$ cat config.mk
export PLATFORM = sky130hd
export DESIGN_NAME = pipe_reg_elastic_flat
export DESIGN_NICKNAME = d
export VERILOG_FILES = /design/src/rtl/pipe_reg_elastic_if.sv /design/src/rtl/pipe_reg_elastic.sv /design/src/flat_wrapper.sv
export SDC_FILE = /design/constraint.sdc
export NUM_CORES = 1
export LEC_CHECK = 0
export ABC_AREA = 0
export CAP_MARGIN = 20
export CORE_MARGIN = 1.5
export CORE_UTILIZATION = 65
export CTS_CLUSTER_SIZE = 25
export DETAILED_ROUTE_END_ITERATION = 8
export DONT_BUFFER_PORTS = 1
export PLACE_DENSITY = 0.87
export SYNTH_ARGS = -nofsm -noshare
export SYNTH_HDL_FRONTEND = slang
export SYNTH_SLANG_ARGS = --single-unit
$ cat constraint.sdc
create_clock -name clk -period 4.6 [get_ports clk]
set_input_delay 1.38 -clock clk [delete_from_list [all_inputs] [get_ports clk]]
set_output_delay 1.38 -clock clk [all_outputs]
set_load 0.02 [all_outputs]
$ cat src/rtl/pipe_reg_elastic_if.sv
// Handshake bundle for one elastic pipeline register.
// The master drives the upstream side plus out_ready/flush; the slave is the buffer itself.
interface pipe_reg_elastic_if #(
    parameter int DATA_W = 32,
    parameter int CTRL_W = 12
);
    logic              in_valid;
    logic              in_ready;
    logic [DATA_W-1:0] in_data;
    logic [CTRL_W-1:0] in_ctrl;
    logic              flush;
    logic              out_valid;
    logic              out_ready;
    logic [DATA_W-1:0] out_data;
    logic [CTRL_W-1:0] out_ctrl;
    logic [1:0]        count;

    modport master (
        output in_valid, in_data, in_ctrl, flush, out_ready,
        input  in_ready, out_valid, out_data, out_ctrl, count
    );

    modport slave (
        input  in_valid, in_data, in_ctrl, flush, out_ready,
        output in_ready, out_valid, out_data, out_ctrl, count
    );
endinterface

$ cat src/rtl/pipe_reg_elastic.sv
// Two-entry elastic pipeline register (main + skid) with valid/ready, flush and occupancy.
// State | meaning
// EMPTY | main invalid, skid invalid (count 0)
// ONE   | main valid, skid invalid   (count 1)
// FULL  | main valid, skid valid     (count 2), in_ready low
module pipe_reg_elastic #(
    parameter int DATA_W = 32,
    parameter int CTRL_W = 12
) (
    input  logic               clk,
    input  logic               rst,
    pipe_reg_elastic_if.slave  bus
);

    typedef enum logic [1:0] {
        EMPTY = 2'd0,
        ONE   = 2'd1,
        FULL  = 2'd2
    } state_t;

    state_t            state_q, state_d;
    logic [DATA_W-1:0] main_data_q, main_data_d;
    logic [CTRL_W-1:0] main_ctrl_q, main_ctrl_d;
    logic [DATA_W-1:0] skid_data_q, skid_data_d;
    logic [CTRL_W-1:0] skid_ctrl_q, skid_ctrl_d;

    logic main_valid;
    logic in_ready;
    logic in_fire;
    logic out_fire;

    // Ready comes from registered state only, so no out_ready -> in_ready path exists.
    assign main_valid = (state_q != EMPTY);
    assign in_ready   = (state_q != FULL);
    assign in_fire    = bus.in_valid & in_ready;
    assign out_fire   = main_valid & bus.out_ready;

    always_ff @(posedge clk or negedge rst) begin
        if (!rst) begin
            state_q     <= EMPTY;
            main_data_q <= '0;
            main_ctrl_q <= '0;
            skid_data_q <= '0;
            skid_ctrl_q <= '0;
        end else begin
            state_q     <= state_d;
            main_data_q <= main_data_d;
            main_ctrl_q <= main_ctrl_d;
            skid_data_q <= skid_data_d;
            skid_ctrl_q <= skid_ctrl_d;
        end
    end

    always_comb begin
        state_d     = state_q;
        main_data_d = main_data_q;
        main_ctrl_d = main_ctrl_q;
        skid_data_d = skid_data_q;
        skid_ctrl_d = skid_ctrl_q;

        if (bus.flush) begin
            // Kill everything; data is left alone so the datapath does not toggle.
            state_d     = EMPTY;
            main_ctrl_d = '0;
            skid_ctrl_d = '0;
        end else begin
            unique case (state_q)
                EMPTY: begin
                    if (in_fire) begin
                        main_data_d = bus.in_data;
                        main_ctrl_d = bus.in_ctrl;
                        state_d     = ONE;
                    end
                end
                ONE: begin
                    if (in_fire && out_fire) begin
                        main_data_d = bus.in_data;
                        main_ctrl_d = bus.in_ctrl;
                    end else if (in_fire) begin
                        skid_data_d = bus.in_data;
                        skid_ctrl_d = bus.in_ctrl;
                        state_d     = FULL;
                    end else if (out_fire) begin
                        state_d     = EMPTY;
                    end
                end
                FULL: begin
                    if (out_fire) begin
                        main_data_d = skid_data_q;
                        main_ctrl_d = skid_ctrl_q;
                        skid_ctrl_d = '0;
                        state_d     = ONE;
                    end
                end
                default: begin
                    state_d = EMPTY;
                end
            endcase
        end
    end

    assign bus.in_ready  = in_ready;
    assign bus.out_valid = main_valid;
    assign bus.out_data  = main_data_q;
    assign bus.out_ctrl  = main_valid ? main_ctrl_q : '0;
    assign bus.count     = state_q;

endmodule

$ cat src/flat_wrapper.sv
// flat-port wrapper written by rule: the top's interface ports become plain ports
module pipe_reg_elastic_flat 
#(
    parameter int DATA_W = 32,
    parameter int CTRL_W = 12
)
  (clk, rst, bus_in_valid, bus_in_data, bus_in_ctrl, bus_flush, bus_out_ready, bus_in_ready, bus_out_valid, bus_out_data, bus_out_ctrl, bus_count);
  pipe_reg_elastic_if #(.DATA_W(DATA_W), .CTRL_W(CTRL_W)) bus_i ();
  input  logic clk;
  input  logic rst;
  input wire logic [$bits(bus_i.in_valid)-1:0] bus_in_valid;
  input wire logic [$bits(bus_i.in_data)-1:0] bus_in_data;
  input wire logic [$bits(bus_i.in_ctrl)-1:0] bus_in_ctrl;
  input wire logic [$bits(bus_i.flush)-1:0] bus_flush;
  input wire logic [$bits(bus_i.out_ready)-1:0] bus_out_ready;
  output wire logic [$bits(bus_i.in_ready)-1:0] bus_in_ready;
  output wire logic [$bits(bus_i.out_valid)-1:0] bus_out_valid;
  output wire logic [$bits(bus_i.out_data)-1:0] bus_out_data;
  output wire logic [$bits(bus_i.out_ctrl)-1:0] bus_out_ctrl;
  output wire logic [$bits(bus_i.count)-1:0] bus_count;
  assign bus_i.in_valid = bus_in_valid;
  assign bus_i.in_data = bus_in_data;
  assign bus_i.in_ctrl = bus_in_ctrl;
  assign bus_i.flush = bus_flush;
  assign bus_i.out_ready = bus_out_ready;
  assign bus_in_ready = bus_i.in_ready;
  assign bus_out_valid = bus_i.out_valid;
  assign bus_out_data = bus_i.out_data;
  assign bus_out_ctrl = bus_i.out_ctrl;
  assign bus_count = bus_i.count;
  pipe_reg_elastic #(.DATA_W(DATA_W), .CTRL_W(CTRL_W)) u_core (.clk(clk), .rst(rst), .bus(bus_i));
endmodule
* Word-level counts from Yosys, hierarchy flattened
Index checks and enable logic that the tools add are counted.
W data, S select, Z words.
** Storage, ports and cells
- Output and inout bits :: 48
- Word-level logic and storage cells :: 53
- Input port bits :: 49
- Flip-flop bits (word level) :: 90
** Operators by class
- Bitwise operators :: 4
- Reductions and logical operators :: 11
- Mux-type cells :: 21
- Equal/unequal tests :: 12
** Operators by type and width (count)
- $mux W12 :: 8
- $mux W32 :: 3
- $pmux W32 S3 :: 1
- $pmux W12 S3 :: 1
- $pmux W12 S2 :: 1
- $reduce_and A4 Y1 :: 4
- $mux W2 :: 6
- $ne A3 B2 Y1 const B :: 4
- $ne A2 B1 Y1 const B :: 3
- $pmux W2 S3 :: 1
- $reduce_bool A3 Y1 :: 2
- $reduce_and A5 Y1 :: 1
- $ne A4 B2 Y1 const B :: 1
- $reduce_bool A4 Y1 :: 1
- $ne A3 B3 Y1 const B :: 1
- $and A1 B1 Y1 :: 2
- $eq A2 B1 Y1 const B :: 1
- $eq A2 B2 Y1 const B :: 1
- $logic_not A2 Y1 :: 1
- $ne A2 B2 Y1 const B :: 1
- $not A1 Y1 :: 2
- $reduce_bool A2 Y1 :: 1
- $logic_and A1 B1 Y1 :: 1

* Longest topological paths before layout
Gate-level depths: netlist of run 1.
- Depth in word-level cells :: 7
- Depth in mapped cells :: 7
- Gate-level depth less buffers :: 5

* Worst setup path after synthesis of run 1
No wires, ideal clock.
- Kind :: input port to flip-flop
- From :: in bus_in_valid
- To :: reg u_core.main_data_q[11] (netlist: u_core.bus.out_data[11])
- Cell stages on the path :: 5
- Setup slack :: 2.018 ns
- Buffers on the path :: 1
- Required time :: 4.475 ns
- Library setup time :: 0.125 ns
- Arrival time :: 2.457 ns
- Path through :: nor2b_2 -> nand2b_1 -> a21oi_2 -> buf_4 -> mux2_2
** On the way
- Longest elaborated chain between the ends :: 4
- Elaborated cells between the ends (all ways) :: 5
- Those cells by class :: 2 x eq/ne; 1 x bitwise; 2 x reduce/logical
** Ends and longest elaborated chain
- start, declared :: line flat_wrapper.sv:11 : input wire logic [$bits(bus_i.in_valid)-1:0] bus_in_valid;
- $and A1 B1 Y1 * :: line pipe_reg_elastic.sv:35 : assign in_fire = bus.in_valid & in_ready;
- $logic_and A1 B1 Y1 :: line pipe_reg_elastic.sv:76 : if (in_fire && out_fire) begin
- $ne A2 B1 Y1 (no source line)
- $reduce_and A5 Y1 (no source line) *
- end signal, assigned :: line pipe_reg_elastic.sv:47 : main_data_q <= main_data_d;
- end, declared :: line pipe_reg_elastic.sv:22 : logic [DATA_W-1:0] main_data_q, main_data_d;
Mark *: on every way between the ends. The rest lies on a longest branch, timed or not.
A chain may end at the register's enable or synchronous reset.

* Worst setup path after layout of run 1
- From :: reg u_core.state_q[0] (netlist: u_core.bus.count[0])
- To :: out bus_out_ctrl[3]
** On the way
- Longest elaborated chain between the ends :: 2
** Ends and longest elaborated chain
- start, declared :: line pipe_reg_elastic.sv:21 : state_t state_q, state_d;
- start signal, assigned :: line pipe_reg_elastic.sv:46 : state_q <= state_d;
- $reduce_bool A2 Y1 :: line pipe_reg_elastic.sv:33 : assign main_valid = (state_q != EMPTY);
- $mux W12 :: line pipe_reg_elastic.sv:105 : assign bus.out_ctrl = main_valid ? main_ctrl_q : '0;
- end, declared :: line flat_wrapper.sv:19 : output wire logic [$bits(bus_i.out_ctrl)-1:0] bus_out_ctrl;
No other way between the ends.

==> summary.md, run 1 <==
| Metric | Value |
|---|---|
| Clk slew on worst S/H paths | 0.08 ns |
| Worst reg2reg endpoint | u_core.bus.out_data[28] |
| LEAKAGE | 2.04 nW |
| Worst-path maximum fanout | 13 |
| Post-synth top cells | nand2_1 (144), dfrtp_1 (90), mux2_1 (44) |
| Fill count | 430 |
| Residual DRC | 0 |
| Final setup fails | 0 |
| GRT overflow | 0 |
| Crit path kind | reg -> out |
| WP data required | 3.22 ns |
| Sequential power share | 0.582 |
| R2r setup slk | 2.18 ns |
| DR WL met2 | 3.85 mm |
| Util after Layout | 0.719 |
| I/O pin count | 97 |
| Largest net degree at the start of global routing | 91 |
| FF-to-FF Start | u_core.bus.count[1] |
| Worst Setup EP | bus_out_ctrl[3] |
| Area leader, netlist | dfrtp_1 |
| Worst-path cell chain | nor2_1 > nor2b_1 |
| Cell with the most instances after synthesis | nand2_1 |
| Clk_skew | 0.0110 ns |
| GRT Util Overall | 0.249 |
| Slew margin rel. | 0.396 |
| Final-report max-slew violation count | 0 |
| Fmax | 0.313 GHz |
| Syn_nets | 437 |
| Outcome | finished, final reports clean |
| Post-synthesis async set-or-reset flop share | 1.00 |
| Initial antenna violation count | 0 |
| Die W | 82.7 um |
| CTS tree | yes |
| Cts repair resizes | 0 |
| CP Launch Point | u_core.bus.count[0] |
| Synth unique cells | 26 |
| Layout cells sized above 1 | 0.151 |
| Clock share of power | 0.302 |
| Fin crit period | 3.19 ns |
| Hold depth | 2 |
| R2R cell count | 6 |
| Post-synthesis cell count | 388 |
| Final worst slack | 1.41 ns |
| Setup WS pre-CTS | 1.76 ns |
| Vias | 2,664 |
| Switch share | 0.278 |
| Antenna Cells | 0 |
| Post-synth EDFFs | 0 |
| Sw Pwr | 0.000536 W |
| Top_reg_cell synth | dfrtp_1 |
| Worst-case clock buffer depth | 2 |
| Pint | 0.00139 W |
| Area contributors post-synth | dfrtp_1 (55%), nand2_1 (13%), mux2_1 (12%), mux2_2 (8.7%), nor2b_1 (2.3%) |
| Initial drt markers | 154 |
| Skew-Pair Late Insertion Delay | 0.35 ns |
| Top layer in use | met4 |
| Vias per inst | 5.79 |
| Worst Tran Pin Value | 0.905 ns |
| Crit end category | primary output |
| Hold buffer count at cts | 0 |
| PwrDens | 445 nW/um2 |
| Root buffer cell | clkbuf_8 |
| CP Data Arrival Time | 1.81 ns |
| Die height | 82.7 um |
| Ys Warns | 0 |
| Logic pwr share | 0.116 |
| Die area | 6840 um2 |
| RSZ-0062 raised after global routing | false |
| Yosys reg bits | 90 |
| Synth top area share | 0.545 |
| Drt total wl | 7.88 mm |
| Met3 Wirelength | 670 um |
| Core Region | 6030 um2 |
| Avg WL per Cell | 17.1 um |
| Sequential-to-total area share from yosys stat | 0.545 |
| Syn_area_per_cell | 10.6 um2 |
| Vias in the first global route | 2,687 |
| Antenna-violating nets left | 0 |
| VDD IR-drop max | 322 uV |
| Critical Path Slowest Stage Cell | nor2_1 |
| HPWL after DPL | 5.08 mm |
| CP Launch Type | flip-flop |
| Fin. Hold Viols | 0 |
| Synthesized area | 4130 um2 |
| Final TNS setup | 0 ns |
| Number of CTS-inserted buffers | 9 |
| Placement Rows | 28 |
| Number of port buffers | 0 |
| CTS H-tree lvls | 3 |
| Synth-to-Final Area Change | 5.00% |
| Initial Utilization | 0.685 |
| First-pass GRT wire length | 12.5 mm |
| HP Class | reg -> reg |
| Max stage delay on crit path | 0.67 ns |
| Period utilisation layout | 0.694 |
| DRT met1 WL | 3.19 mm |
| Clk sinks | 90 |
| Max cap viols | 0 |
| Post-CTS setup repair buffer count | 0 |
| Final Net Count | 429 |
| Final Wtd Congestion | 0.728 |
| Pre-Repair DR Iteration Count | 4 |
[placed cells by master (no fill, tap or decap), types with 2 or more instances in the layout]
| cell | netlist | routed |
|---|---|---|
| o21ai_0 | 11 | 11 |
| clkinv_2 | 0 | 4 |
| clkbuf_8 | 0 | 10 |
| nor2_1 | 2 | 2 |
| bufinv_16 | 0 | 2 |
| nand2_1 | 144 | 144 |
| dfrtp_1 | 90 | 90 |
| mux2_2 | 32 | 32 |
| a21oi_1 | 13 | 13 |
| buf_4 | 4 | 4 |
| nor2b_1 | 15 | 15 |
| mux2_1 | 44 | 44 |
[how the worst min path moves through the flow]
stage / slack, ns / start / end
floorplan: 0.45 / u_core.main_ctrl_q[10] / u_core.main_ctrl_q[10]
global placement: 0.46 / u_core.main_ctrl_q[5] / u_core.main_ctrl_q[5]
detailed placement: 0.47 / u_core.main_ctrl_q[4] / u_core.main_ctrl_q[4]
CTS: 0.49 / u_core.main_ctrl_q[4] / u_core.main_ctrl_q[4]
global route: 0.50 / u_core.skid_data_q[27] / u_core.skid_data_q[27]
finish: 0.49 / u_core.skid_ctrl_q[0] / u_core.skid_ctrl_q[0]
[layer usage]
metal / vias up / GRT usage
met5: - / 0
met4: 0 / 0.120
met3: 15 / 0.0824
met2: 84 / 0.402
met1: 1313 / 0.300
li1: 1252 / -
[state kept, by name (all words and copies together) (netlist names)]
signal / count
u_core.bus.out_data: 32
u_core.skid_data_q: 32
u_core.main_ctrl_q: 12
u_core.skid_ctrl_q: 12
u_core.bus.count: 2
[area by class of cell]
type                       count  area, um2  share of cell area
timing repair buffer           4       30.0             0.00693
inverter                       2       7.51             0.00173
multi-input combinational    273       1730               0.400
clock buffer                  10        138              0.0317
sequential                    90       2250               0.519
clock inverter                 6       80.1              0.0185
tap                           75       93.8              0.0216
[per-stage QoR]
step | cells | hold slack, ns | cell area [um2] | power (W)
after floorplan | 388 | 0.450 | 4130 | 0.00131
after global placement | 444 | 0.462 | 4120 | 0.00134
after detailed placement | 444 | 0.468 | 4120 | 0.00137
after CTS | 460 | 0.487 | 4340 | 0.00195
after global routing | 460 | 0.503 | 4340 | 0.00202
final | 460 | 0.485 | 4340 | 0.00193
[critical path, delay by kind of cell, from the launching register on]
kind | cells | cell delay, ns
flip-flops | 1 | 0.52
AND/OR/NAND/NOR | 2 | 0.94
[power by group through the flow]
stage	registers, W	logic, W	clock network, W
final	0.00112	0.000224	0.000583
after global routing	0.00114	0.000251	0.000624
after CTS	0.00112	0.000228	0.000595
after detailed placement	0.00114	0.000227	0
after global placement	0.00113	0.000213	0
after floorplan	0.00110	0.000202	0
[cells by family after synthesis]
| logic type | after synthesis | synth area share |
|---|---|---|
| simple gates | 168 | 0.169 |
| mux | 76 | 0.207 |
| buf+inv | 25 | 0.0364 |
| compound gates | 29 | 0.0418 |
| flops | 90 | 0.545 |
Note: power is estimated with default switching activity, not from simulation.
==> run 2: changes to the inputs <==
Settings changed: CORE_UTILIZATION 65 to 63, PLACE_DENSITY 0.87 to 0.85.
Clock period 4.6 ns to 3.2 ns, I/O delays scaled along.
==> run 2 against run 1 <==
Compared with the run above:
- clock skew down 0.0053 ns
- non-clock buffer count increased by 1
- die area rose by 3.1%
- sequential share of layout area down 0.70 points
- routed wire length increased by 2.8%
- clock-buffer cell count up 1
- first-iteration DRC count decreased by 36%
- design area grew 1.4%
- critical endpoint is now bus_out_valid
==> summary.md, run 2 (synthesis gave the netlist of run 1 again) <==
| Metric | Value |
|---|---|
| Grt peak-use layer | met2 |
| Worst-path maximum fanout | 13 (unchanged) |
| LEAKAGE | 2.07 nW (+1.1%) |
| Crit path kind | reg -> out |
| VDD IR-drop max | 374 uV (+16%) |
| Final Net Count | 430 (+0.23%) |
| Die area | 7050 um2 (+3.1%) |
| CTS H-tree lvls | 3 (unchanged) |
| Fin. Hold Viols | 0 (unchanged) |
| Residual DRC | 0 (unchanged) |
| Number of port buffers | 0 (unchanged) |
| Antenna Cells | 0 (unchanged) |
| Clk slew on worst S/H paths | 0.08 ns (about the same) |
| Commonest non-fill, non-tap cells in the layout | nand2_1 (144), dfrtp_1 (90), mux2_1 (44) |
| Final-report max-slew violation count | 0 (unchanged) |
| CP Launch Type | flip-flop |
| WP data required | 2.24 ns (-0.98 ns) |
| Initial drt markers | 98 (-36%) |
| Initial antenna violation count | 0 (unchanged) |
| Die W | 84.0 um (+1.5%) |
| Outcome | finished, final reports clean |
| Period utilisation layout | 0.881 |
| Synth-to-Final Area Change | 6.42% |
| Max cap viols | 0 (unchanged) |
| I/O pin count | 97 (unchanged) |
| Antenna-violating nets left | 0 (unchanged) |
| Top cell family by delay on the critical path | simple AND/OR/NAND/NOR gates |
| CTS tree | yes |
| Clk sinks | 90 (unchanged) |
| GRT Util Overall | 0.245 (-0.00341) |
| First-pass GRT wire length | 13.5 mm (+8.2%) |
| Avg WL per Cell | 17.5 um (+2.1%) |
| Worst Hold Slack | 0.298 ns (-0.187 ns) |
| Commonest non-fill, non-tap cell in the layout | nand2_1 |
| Grt met2 use | 0.410 (+0.00820) |
| Placement Rows | 29 (+3.6%) |
| Final instance count without filler cells | 463 (+0.65%) |
| Die height | 84.0 um (+1.5%) |
| Fmax | 0.355 GHz |
| HPWL after DPL | 5.34 mm (+5.1%) |
| Root buffer cell | clkbuf_8 |
| PwrDens | 668 nW/um2 (+50%) |
| R2r setup slk | 1.11 ns (-1.07 ns) |
| Final TNS setup | 0 ns (unchanged) |
| Largest net degree at the start of global routing | 91 (unchanged) |
| Critical Path Slowest Stage Cell | nor2_1 |
| Fin crit period | 2.82 ns |
| Crit end category | primary output |
| Worst-path cell chain | nor2_1 > inv_1 |
| Placed Cells | 447 (+0.68%) |
| Skew-Pair Late Insertion Delay | 0.35 ns (about the same) |
| Number of CTS-inserted buffers | 9 (unchanged) |
| GRT overflow | 0 (unchanged) |
| Hold buffer count at cts | 0 (unchanged) |
| Vias | 2,659 (-0.19%) |
| Worst-case clock buffer depth | 2 (unchanged) |
| Core Region | 6350 um2 (+5.4%) |
| Final setup fails | 0 (unchanged) |
| Slew margin rel. | 0.449 (+0.0530) |
| Design Power | 0.00294 W (+52%) |
| Vias per inst | 5.74 (-0.83%) |
| Crit path buf inv count | 1 (+1) |
| Final Wtd Congestion | 0.733 (+0.65%) |
| Post-CTS setup repair buffer count | 0 (unchanged) |
| Grt met1 use | 0.298 (-0.00244) |
| Drt total wl | 8.10 mm (+2.8%) |
| Util after Layout | 0.692 (-0.0275) |
| Vias in the first global route | 2,790 (+3.8%) |
| Pre-Repair DR Iteration Count | 5 (+1) |
| GR met3 Demand/Resource | 0.0801 (-0.00230) |
| Worst Tran Pin Value | 0.824 ns (-0.0813 ns) |
| RSZ-0062 raised after global routing | false |
| Layout cells sized above 1 | 0.150 (-0.000390) |
| HP Class | in -> async |
| Clk_skew | 0.00570 ns (-0.00534 ns) |
| Cts repair resizes | 0 (unchanged) |
| Initial Utilization | 0.650 (-0.0350) |
| CP Data Arrival Time | 1.86 ns (+0.05 ns) |
| Max stage delay on crit path | 0.70 ns (+0.03 ns) |
run 2: final cells by class:
cell class	count	area, um2
multi-input cells	273	1730
repair buffers	5	37.5
clock inverters	5	125
fillers	463	1960
inverters	2	7.51
flip-flops and latches	90	2250
clock buffers	11	141
well taps	77	96.3
run 2: power by group:
group | leakage, nW | total [W] | switching [W] | internal, W
Clock | 0.134 | 0.00100 | 0.000382 | 0.000618
Sequential | 1.11 | 0.00161 | 0.000244 | 0.00137
Combinational | 0.826 | 0.000324 | 0.000143 | 0.000181
run 2: stage by stage:
| stage | cell area [um2] | worst slack, ns |
|---|---|---|
| floorplan | 4130 | 1.04 |
| global placement | 4130 | 0.831 |
| finish | 4390 | 0.381 |
| global route | 4390 | 0.312 |
| detailed placement | 4130 | 0.767 |
| CTS | 4390 | 0.410 |
run 2: per-layer routing:
metal / wire length [um] / share of wire
met1: 3210 / 0.40
met2: 4130 / 0.51
met3: 667 / 0.082
met4: 87 / 0.011
met5: 0 / 0
run 2: final timing paths:
kind / endpoint / start / cells past startpoint
max: bus_out_valid / u_core.bus.count[0] / 2
min: u_core.bus.out_data[31] / rst / 0
max reg2reg: u_core.skid_ctrl_q[5] / u_core.bus.count[1] / 5
min reg2reg: u_core.main_ctrl_q[5] / u_core.main_ctrl_q[5] / 1
max in group asynchronous: u_core.skid_data_q[12] / rst / 0
min in group clk: u_core.main_ctrl_q[5] / u_core.main_ctrl_q[5] / 1
==> run 3: changes to the inputs <==
Settings changed: SLEW_MARGIN set to 20.
==> results of run 3 <==
Same layout as run 2: the final DEF is identical, and so are final timing and power.
